### src/rtl/udma_jtag_fifo_mc_sm.sv
// JTAG data-register bridge: one L-bit scan moves a word into a per-channel rx
// register and/or pops the selected tx stream, with sticky error flags.
module udma_jtag_fifo_mc_sm #(
  parameter int DATA_WIDTH = 32,
  parameter int NUM_CH     = 4
) (
  input  logic                         clk_i,
  input  logic                         rst_i,
  input  logic                         jtag_tdi_i,
  output logic                         jtag_tdo_o,
  input  logic                         jtag_capture_dr_i,
  input  logic                         jtag_shift_dr_i,
  input  logic                         jtag_update_dr_i,
  output logic [NUM_CH*DATA_WIDTH-1:0] data_rx_o,
  output logic [NUM_CH-1:0]            data_rx_valid_o,
  input  logic [NUM_CH-1:0]            data_rx_ready_i,
  input  logic [NUM_CH*DATA_WIDTH-1:0] data_tx_i,
  input  logic [NUM_CH-1:0]            data_tx_valid_i,
  output logic [NUM_CH-1:0]            data_tx_ready_o,
  output logic [NUM_CH:0]              err_o,
  input  logic                         err_clr_i
);

  localparam int CH_BITS = (NUM_CH > 1) ? $clog2(NUM_CH) : 1;
  localparam int L       = DATA_WIDTH + CH_BITS + 2;
  localparam int CNT_W   = $clog2(L + 2);

  // Handshakes: rx data moves when data_rx_valid_o && data_rx_ready_i on a
  // rising edge; data_tx_ready_o is a one-cycle pop strobe, not a ready level.

  logic [L-1:0]                 sr;
  logic [CNT_W-1:0]             bit_cnt;
  logic [CH_BITS-1:0]           ch_sel;
  logic                         cap_valid;
  logic [NUM_CH-1:0]            rx_valid;
  logic [NUM_CH*DATA_WIDTH-1:0] rx_data;
  logic [NUM_CH-1:0]            tx_ready;
  logic [NUM_CH:0]              err;

  logic [DATA_WIDTH-1:0]        sel_tx_data;
  logic                         sel_tx_valid;
  logic                         sel_rx_free;
  logic [NUM_CH-1:0]            rx_free;
  logic [NUM_CH-1:0]            rx_load;
  logic [NUM_CH-1:0]            rx_ovf;
  logic [NUM_CH-1:0]            pop_vec;
  logic [NUM_CH:0]              err_next;

  logic [DATA_WIDTH-1:0]        f_data;
  logic [CH_BITS-1:0]           f_ch;
  logic                         f_wr;
  logic                         f_rd;
  logic                         xfer;
  logic                         ch_ok;
  logic                         bad_ch;

  assign f_data = sr[DATA_WIDTH-1:0];
  assign f_ch   = sr[DATA_WIDTH +: CH_BITS];
  assign f_wr   = sr[L-2];
  assign f_rd   = sr[L-1];

  // Only a scan of exactly L shifts since the last capture is acted upon.
  assign xfer   = jtag_update_dr_i && (bit_cnt == CNT_W'(L));
  assign ch_ok  = ({1'b0, f_ch} < (CH_BITS+1)'(NUM_CH));
  assign bad_ch = xfer && !ch_ok;

  always_comb begin
    sel_tx_data  = '0;
    sel_tx_valid = 1'b0;
    sel_rx_free  = 1'b0;
    rx_free      = '0;
    rx_load      = '0;
    rx_ovf       = '0;
    pop_vec      = '0;
    for (int c = 0; c < NUM_CH; c++) begin
      rx_free[c] = !rx_valid[c] || data_rx_ready_i[c];
      if (ch_sel == CH_BITS'(c)) begin
        sel_tx_data  = data_tx_i[c*DATA_WIDTH +: DATA_WIDTH];
        sel_tx_valid = data_tx_valid_i[c];
        sel_rx_free  = rx_free[c];
        pop_vec[c]   = xfer && ch_ok && f_rd && cap_valid;
      end
      if (xfer && ch_ok && f_wr && (f_ch == CH_BITS'(c))) begin
        rx_load[c] = rx_free[c];
        rx_ovf[c]  = !rx_free[c];
      end
    end
    // A clear and a new error in the same cycle leave the new error set.
    err_next = (err_clr_i ? '0 : err) | {bad_ch, rx_ovf};
  end

  always_ff @(posedge clk_i) begin
    if (rst_i) begin
      sr        <= '0;
      bit_cnt   <= '0;
      ch_sel    <= '0;
      cap_valid <= 1'b0;
    end else if (jtag_capture_dr_i) begin
      sr        <= {sel_rx_free, sel_tx_valid, ch_sel, sel_tx_data};
      cap_valid <= sel_tx_valid;
      bit_cnt   <= '0;
    end else if (jtag_shift_dr_i) begin
      sr <= {jtag_tdi_i, sr[L-1:1]};
      if (bit_cnt != CNT_W'(L + 1)) begin
        bit_cnt <= bit_cnt + 1'b1;
      end
    end else if (xfer && ch_ok) begin
      ch_sel <= f_ch;
    end
  end

  always_ff @(posedge clk_i) begin
    if (rst_i) begin
      rx_valid <= '0;
      rx_data  <= '0;
      tx_ready <= '0;
      err      <= '0;
    end else begin
      tx_ready <= pop_vec;
      err      <= err_next;
      for (int c = 0; c < NUM_CH; c++) begin
        if (rx_load[c]) begin
          rx_data[c*DATA_WIDTH +: DATA_WIDTH] <= f_data;
          rx_valid[c] <= 1'b1;
        end else if (data_rx_ready_i[c]) begin
          rx_valid[c] <= 1'b0;
        end
      end
    end
  end

  assign jtag_tdo_o      = sr[0];
  assign data_rx_o       = rx_data;
  assign data_rx_valid_o = rx_valid;
  assign data_tx_ready_o = tx_ready;
  assign err_o           = err;

endmodule

### config.mk
export PLATFORM = sky130hd
export DESIGN_NAME = udma_jtag_fifo_mc_sm
export DESIGN_NICKNAME = d
export VERILOG_FILES = /design/src/rtl/udma_jtag_fifo_mc_sm.sv
export SDC_FILE = /design/constraint.sdc
export NUM_CORES = 1
export LEC_CHECK = 0
export BUFFER_PORTS_ARGS = -buffer_cell sky130_fd_sc_hd__buf_4
export CAP_MARGIN = 40
export CORE_MARGIN = 5
export CORE_UTILIZATION = 45
export CTS_BUF_LIST = sky130_fd_sc_hd__clkbuf_4
export DETAILED_ROUTE_END_ITERATION = 8
export PLACE_DENSITY = 0.84
export SETUP_SLACK_MARGIN = 0.15
export SLEW_MARGIN = 10
export SYNTH_ARGS = -nofsm -noshare
export SYNTH_HDL_FRONTEND = slang
export SYNTH_SLANG_ARGS = --single-unit
### constraint.sdc
create_clock -name clk_i -period 5 [get_ports clk_i]
set_input_delay 1.5 -clock clk_i [delete_from_list [all_inputs] [get_ports clk_i]]
set_output_delay 1.5 -clock clk_i [all_outputs]
set_load 0.01 [all_outputs]
Word-level counts from Yosys, hierarchy flattened
Cells that the tools add are included.
- input port bits: 143
- word-level logic and storage cells: 98
- output and inout port bits: 142
- register bits: 186
- eq/ne operators: 8
- reductions and logical operators: 34
- bitwise operators: 7
- $add $sub $neg: 1
- mux-type cells: 31
- operators by type and width (kind ; number):
    32-bit two-way mux ; 4
    36-bit two-way mux ; 2
    1-bit two-way mux ; 24
    2-bit nonzero test ; 5
    2-bit OR reduction ; 5
    2-bit equality test, second input constant ; 4
    1-bit logical AND ; 8
    1-bit logical NOT ; 8
    6-bit by 1-bit adder with 6-bit output, second input constant ; 1
    6-bit equality test, second input constant ; 1
    6-bit != test, second input constant ; 1
    1-bit NOT ; 6
    5-bit two-way mux ; 1
    5-bit by 4-bit OR with 5-bit output ; 1
    2-bit by 1-bit equality test with 1-bit output, second input constant ; 2
    2-bit logical NOT ; 2
    1-bit logical OR ; 4
    3-bit AND reduction ; 1
    2-bit AND reduction ; 1

Logic depth before layout (Yosys ltp)
Gate-level depths: netlist (run 1).
- depth after elaboration: 7
- mapped depth: 9
- mapped depth without buffers: 6

Worst setup path after synthesis (run 1)
OpenSTA, ideal clock, no wires.
- path kind: input -> register
- from: input port jtag_shift_dr_i
- to: register sr[33]
- slack: 2.389 ns
- stages on the path: 6
- arrival time: 2.483 ns
- setup time: 0.128 ns
- required time: 4.872 ns
- path buffers: 2
- cells stage by stage: clkbuf_1 -> clkbuf_1 -> mux2i_1 -> nor2_1 -> a21oi_1 -> nor2_1
- longest elaborated chain between the ends: 1
- ends and longest elaborated chain (element ; RTL line ; text):
    from (decl) ; 12 ; input logic jtag_shift_dr_i,
    2-bit nonzero test (no line) ; -- ;
    to (signal assigned) ; 99 ; sr <= {sel_rx_free, sel_tx_valid, ch_sel, sel_tx_data};
    to (signal assigned) ; 103 ; sr <= {jtag_tdi_i, sr[L-1:1]};
    to (decl) ; 31 ; logic [L-1:0] sr;
Every way passes these cells.
A chain may end at the register's enable or synchronous reset.

Worst setup path in the final report (run 1)
- from: input port jtag_update_dr_i
- to: register rx_data[121] (netlist: data_rx_o[121])
- longest elaborated chain between the ends: 4
- ends and longest elaborated chain (element ; RTL line ; text):
    from (decl) ; 13 ; input logic jtag_update_dr_i,
    1-bit logical AND ; 63 ; assign xfer = jtag_update_dr_i && (bit_cnt == CNT_W'(L));
    1-bit logical AND (2 in series) ; 83 ; if (xfer && ch_ok && f_wr && (f_ch == CH_BITS'(c))) begin
    1-bit two-way mux ; 83 ;
    to (signal, indexed assignment) ; 123 ; rx_data[c*DATA_WIDTH +: DATA_WIDTH] <= f_data;
    to (decl) ; 36 ; logic [NUM_CH*DATA_WIDTH-1:0] rx_data;
Every way passes these cells.

==> results of run 1 <==
## final timing paths
kind / from / to / slack, ps / depth (start not counted)
worst min-delay path: data_rx_o[112]$_SDFFE_PP0P_ / data_rx_o[112]$_SDFFE_PP0P_ / 490 / 2
worst min register to register: data_rx_o[112]$_SDFFE_PP0P_ / data_rx_o[112]$_SDFFE_PP0P_ / 490 / 2
worst max register to register: bit_cnt[0]$_SDFFE_PP0P_ / data_rx_o[121]$_SDFFE_PP0P_ / 2740 / 7
worst max-delay path: jtag_update_dr_i / data_rx_o[121]$_SDFFE_PP0P_ / 2360 / 6
## worst register-to-register path, delay by kind of cell, from the launching register on
kind          cells  cell delay, ps
mux               1             170
fa+ha+maj         1             150
buf+inv           2             390
flops             1             400
simple gates      3            1050
## cells in the final DEF (no fill, tap or decap), types with 5 or more instances in the layout
cell type and instances:
buf_4 289, dfxtp_1 183, o21ai_0 126, nor2_1 81
mux2i_1 71, nand2b_1 70, nand3b_1 65, a21oi_1 45
nor2b_1 38, mux4_2 34, clkbuf_4 17, nand3_1 6
inv_1 5, nand4_1 5, clkinvlp_4 5
## power groups by stage
stage | registers (W) | clock network, W | logic (W)
floorplan | 0.00153 | 0 | 0.000120
global placement | 0.00154 | 0 | 0.000226
detailed placement | 0.00154 | 0 | 0.000231
CTS | 0.00151 | 0.000896 | 0.000231
global route | 0.00151 | 0.000964 | 0.000251
finish | 0.00151 | 0.000869 | 0.000231
## synthesized netlist by cell type
master	count	area share, %
buf_1	2	0.092
xnor2_1	2	0.21
nand2b_1	70	5.4
nor3_1	3	0.18
o22ai_1	1	0.077
and2_1	1	0.077
or2_2	1	0.077
and4bb_1	1	0.15
buf_6	3	0.41
and3b_1	2	0.21
a211oi_1	2	0.18
dfxtp_1	185	45
and2_0	1	0.077
and3_1	1	0.077
nand4_1	5	0.38
buf_4	4	0.37
nand4_4	1	0.26
a21oi_1	45	2.8
nor4_1	1	0.077
o21ai_0	126	7.7
nand2_1	3	0.14
nand2b_4	1	0.17
nand4b_1	1	0.11
ha_1	3	0.46
clkbuf_1	57	2.6
nand4b_2	1	0.18
a21boi_0	1	0.092
inv_1	5	0.23
nor2_1	81	3.7
mux2i_1	71	8.7
nor2b_1	39	3.0
conb_1	1	0.046
nand3_1	6	0.37
buf_2	8	0.49
xor2_1	2	0.21
mux4_2	34	9.4
o21ai_1	2	0.12
nand3b_1	65	6.0
## metrics by stage
step	power (W)	cell area, µm²	cells	hold WS [ps]
2_1_floorplan	0.00165	8180	838	453
3_3_place_gp	0.00177	10300	1283	460
3_5_place_dp	0.00177	10400	1286	467
4_1_cts	0.00264	10700	1318	489
5_1_grt	0.00273	10700	1319	516
6_report	0.00261	10700	1319	490
## kinds of logic after synthesis
| family | after synthesis |
|---|---|
| AND/OR/NAND/NOR | 284 |
| flip-flops | 185 |
| buffers and inverters | 79 |
| adder cells (fa/ha/maj) | 3 |
| other | 1 |
| multiplexers | 105 |
| XOR/XNOR | 4 |
| AO/OA/AOI/OAI | 177 |
## final cells by class
type                            count  area share (%)
Multi-Input combinational cell    574            38.6
Sequential cell                   185            34.6
Timing Repair Buffer              293            21.1
Tap cell                          229            2.67
Clock inverter                     15            1.64
Clock buffer                       17            1.19
Inverter                            5           0.175
Antenna cell                        1          0.0234
## sequential cells by signal, summed over array words and instances, names as in the netlist
register	cells
ch_sel	2
err_o	4
bit_cnt	6
data_tx_ready_o	4
data_rx_valid_o	4
data_rx_o	128
sr	36
cap_valid	1
## metal layers
layer	up-vias	track usage, %
li1	3401	-
met1	3332	30.6
met2	262	34.6
met3	26	5.26
met4	0	6.77
met5	-	0
==> key figures, run 1 <==
STA
  • Final Critical Period: about 2600 ps
  • Final Hold Viols: 0
  • Slew headroom: a little under half
  • # setup viols final: 0
  • Clock Skew: ~14 ps
  • Final WS setup: 2360 ps
  • Max Slew Vio Count: 0
  • Final period utilization: a little over half
  • Maximum clock rate: 0.379 GHz
  • RSZ-0062 raised after global routing: false
  • TNS Setup: 0 ps
  • Worst-margin pin slew: approximately 790 ps

Final layout
  • Layout area overhead: 31.0%
  • Reg area: 3710 µm²
  • Area occupied by multi-input gates: 4130 µm²
  • Fraction of layout instances using a drive strength above 1: between 30% and 40%
  • Fin util: 59.8%
  • Fill cells: 1530
  • Fin nets: 1222

Drt
  • DR top layer: met4
  • Routed WL: 23.8 mm
  • Initial drt markers: 418
  • DRC: 0
  • Routed wl met2: 11.2 mm
  • Length of routed met3 wiring: 1.78 mm
  • Post-route ant nets: 0
  • M1 wire length: slightly above 10 mm
  • 1st-pass router iterations: 5
  • Drt wl/cell: 18.0 µm
  • Via count: 7021
  • Routed vias/inst: 5.32

Floorplanning
  • Row count: 49
  • Core Region: 17900 µm²
  • Die span in x: 145 µm
  • Die height: between 100 and 150 µm
  • Full die area: 21000 µm²
  • Initial Utilization: 45.7%
  • Io pins: approximately 290

Critical path
  • Buf/Inv on CP: 2
  • Worst path arrival time: 3100 ps
  • CP Cell Sequence: buf_4, and2_0, and2_1, nand4_4, buf_12, mux2i_1
  • Crit path required time: between 5000 and 6000 ps
  • Max incr delay on CP: 390 ps
  • Critical path type: input port to flop
  • Critical path's top delay family: simple AND/OR/NAND/NOR gates
  • CP max FO: 23
  • Crit path max-delay cell type: and2_1
  • Crit start category: input port
  • Crit. End Element: flop

Yosys
  • Synth Register Bits: 185
  • Post-Synth Adder-Cell Area: 0.459%
  • Seq/Total Area, Yosys: 45.3%
  • Yosys warns: 0
  • Post-Syn Area: 8180 µm²
  • Complex-gate fraction of the synthesized area: 10.9%
  • Synth Area in Simple Gates: 20.6%
  • Xor and xnor area share after synthesis: 0.428%
  • Avg Inst Size Synth: 9.76 µm²
  • Largest family of logic cells by synthesized area: simple AND/OR/NAND/NOR gates
  • Multiplexer area fraction after synthesis: a little under a fifth
  • Synth Instances: ~840
  • Post-synth net total: 984
  • Netlist cell types: 38

Pwr
  • Clock network fraction of design power: roughly a third
  • Combinational share of power: 8.9%
  • P_int: 0.00197 W
  • Sequential fraction of design power: 57.8%
  • PD cells: 243 nW/µm²
  • Psw: 0.000635 W
  • Peak VDD IR: 0.182 mV
  • Sw Share: 24.3%
  • Lkg Pwr: between 4 and 5 nW

Placement
  • Gpl congestion: just under 0.8
  • Dpl hpwl: 17.4 mm
  • Post-place setup slack: approximately 1800 ps
  • I/O Buffers: between 200 and 300

Global route
  • Largest net degree at the start of global routing: 93
  • Number of global-route vias before repair: 6753
  • Initial antenna violation count: 1
  • Global-route wire length before repair: between 30 and 40 mm
  • GRT Residual Overflow: 0
  • Gr usage total: 22.2%

CTS
  • Clock-pin slew on the worst setup and hold paths: 150 ps
  • Clk sinks: 185
  • Hold-fix buffers, CTS: 0
  • Clock root cell: clkbuf_4
  • Setup Fix Bufs, Post-CTS: 0
  • TritonCTS clock tree: yes
  • H-tree level count: 4
  • Maximum buffer depth of the clock tree: 2
  • CTS-repair resized insts: 0
  • Skew-Pair Late Insertion Delay: 570 ps
  • CTS Buf Count: 17

Run status
  • Status: finished, final reports clean

Job
  • Max-cap violations: 0

Worst hold path
  • Tightest Hold Check Type: flop to flop
No activity file was read; power rests on OpenSTA's default activity.
==> run 2: changes to the inputs <==
--- a/config.mk
+++ b/config.mk
@@ -11,7 +11,7 @@
 export CORE_UTILIZATION = 45
 export CTS_BUF_LIST = sky130_fd_sc_hd__clkbuf_4
 export DETAILED_ROUTE_END_ITERATION = 8
-export PLACE_DENSITY = 0.84
+export PLACE_DENSITY = 0.87
 export SETUP_SLACK_MARGIN = 0.15
 export SLEW_MARGIN = 10
 export SYNTH_ARGS = -nofsm -noshare
==> constraint.sdc (replaced) <==
create_clock -name clk_i -period 2.3 [get_ports clk_i]
set_input_delay 0.69 -clock clk_i [delete_from_list [all_inputs] [get_ports clk_i]]
set_output_delay 0.69 -clock clk_i [all_outputs]
set_load 0.01 [all_outputs]
==> key figures, run 2 (synthesized netlist as in run 1, its figures left out) <==
Drt
  • Initial drt markers: 541
  • Routed vias/inst: 5.36
  • DRC: 0
  • Drt wl/cell: 18.1 µm
  • Post-route ant nets: 0
  • 1st-pass router iterations: 5
  • Routed WL: roughly 24 mm
  • Via count: 7140

Critical path
  • CP max FO: 32
  • Buf/Inv on CP: 2
  • Crit. End Element: flop
  • Crit path max-delay cell type: dfxtp_1
  • Crit path from: bit_cnt[0]$_SDFFE_PP0P_
  • Worst path arrival time: 2420 ps
  • Critical path's top delay family: simple AND/OR/NAND/NOR gates
  • Critical path type: flop to flop
  • Crit path required time: about 2800 ps
  • Worst R2R Start: bit_cnt[0]$_SDFFE_PP0P_
  • Max incr delay on CP: roughly 480 ps
  • Crit start category: flop
  • CP Cell Sequence: inv_1, ha_1, and2_0, and2_1, nand4_4, buf_12, mux2i_1

Placement
  • Dpl hpwl: 18.0 mm
  • I/O Buffers: around 280
  • Gpl congestion: 0.860

CTS
  • Clk sinks: 185
  • CTS-repair resized insts: 0
  • CTS Buf Count: 17
  • Clock-pin slew on the worst setup and hold paths: ~150 ps
  • Skew-Pair Late Insertion Delay: 570 ps
  • TritonCTS clock tree: yes
  • Clock root cell: clkbuf_4
  • Hold-fix buffers, CTS: 0
  • H-tree level count: 4
  • Maximum buffer depth of the clock tree: 2
  • Setup Fix Bufs, Post-CTS: 0

Global route
  • Global-route wire length before repair: 37.0 mm
  • GRT Residual Overflow: 0
  • Initial antenna violation count: 1
  • Number of global-route vias before repair: roughly 6800
  • Gr usage total: between 20% and 30%
  • Largest net degree at the start of global routing: 65

Pwr
  • Sequential fraction of design power: 58.7%
  • Psw: 0.00139 W
  • PD cells: 515 nW/µm²
  • Combinational share of power: 9.5%
  • Lkg Pwr: 4.70 nW
  • Peak VDD IR: 0.244 mV
  • P_int: 0.00420 W
  • Clock network fraction of design power: roughly a third
  • Sw Share: 24.8%
  • Pwr Total: 0.00559 W

Final layout
  • Layout area overhead: 32.6%
  • Fraction of layout instances using a drive strength above 1: 34.1%
  • Fill cells: roughly 1500
  • Fin nets: between 1000 and 1500
  • Area occupied by multi-input gates: 4130 µm²
  • Most common library cell in the layout ignoring fill and taps: buf_4
  • Reg area: approximately 3700 µm²
  • Commonest cells after routing, fill and taps aside: buf_4 (296), dfxtp_1 (183), o21ai_0 (126)
  • Max reg flops: approximately 130

STA
  • Maximum clock rate: 0.516 GHz
  • Max Slew Vio Count: 0
  • Final period utilization: 84.3%
  • Clock Skew: between 20 and 25 ps
  • Final Hold Viols: 0
  • Final Critical Period: 1940 ps
  • TNS Setup: 0 ps
  • RSZ-0062 raised after global routing: false
  • Final hold slack: 423 ps
  • # setup viols final: 0

Floorplanning
  • Io pins: 285
  • Die span in x: 145 µm
  • Row count: 49
  • Die height: 145 µm
  • Initial Utilization: 45.7%
  • Core Region: 17900 µm²
  • Full die area: roughly 21000 µm²

Job
  • Max-cap violations: 0

Worst hold path
  • Hold_sp: data_rx_ready_i[1]
  • Tightest Hold Check Type: input port to flop

Run status
  • Status: finished, final reports clean
[run 2: cell types whose count changed in the layout (fill, tap and decap cells not counted), moves of 2 or more]
cell | before | now
clkinvlp_4 | 5 | 1
buf_16 | 2 | 0
clkinv_1 | 1 | 3
clkinv_4 | 1 | 5
buf_4 | 289 | 296
buf_12 | 2 | 10
[run 2: tightest hold or removal path: cells and delay by family]
kind,cells,cell delay [ps]
AND/OR/NAND/NOR,2,140
buffers and inverters,1,70
AO/OA/AOI/OAI,1,60
[run 2: power groups by stage]
| stage | Sequential [W] | Combinational (W) | Clock (W) |
|---|---|---|---|
| global placement | 0.00335 | 0.000515 | 0 |
| global route | 0.00329 | 0.000576 | 0.00197 |
| finish | 0.00328 | 0.000531 | 0.00178 |
| floorplan | 0.00333 | 0.000261 | 0 |
| detailed placement | 0.00335 | 0.000529 | 0 |
| CTS | 0.00328 | 0.000531 | 0.00182 |
[run 2: worst paths after layout]
check,to,slack (ps),cells past startpoint
worst max-delay path,data_rx_o[99]$_SDFFE_PP0P_,360,7
worst min-delay path,err_o[1]$_SDFF_PP0_,420,4
worst max register to register,data_rx_o[99]$_SDFFE_PP0P_,360,7
worst min register to register,data_rx_o[106]$_SDFFE_PP0P_,490,2
[run 2: through the flow]
stage	utilization (%)	area [µm²]	std cells	worst slack, ps
6_report	60.6	10800	1332	361
5_1_grt	60.6	10800	1332	229
4_1_cts	60.6	10800	1331	339
3_5_place_dp	59.0	10600	1299	337
3_3_place_gp	59.0	10600	1299	421
2_1_floorplan	-	8180	838	499
[run 2: per-layer routing]
layer | vias to the layer above | track usage [%] | share of wire, % | routed length (µm)
li1 | 3422 | - | - | -
met5 | - | 0 | 0 | 0
met4 | 0 | 6.43 | 1.8 | 422
met1 | 3406 | 31.1 | 43 | 10300
met3 | 27 | 5.16 | 7.8 | 1890
met2 | 285 | 35.9 | 48 | 11500
[run 2: final cells by class]
class / count / area share [%]
multi-input combinational: 574 / 38.1
timing repair buffer: 306 / 22.3
sequential: 185 / 34.2
antenna: 1 / 0.0231
clock buffer: 17 / 1.18
inverter: 5 / 0.173
tap: 229 / 2.64
clock inverter: 15 / 1.38
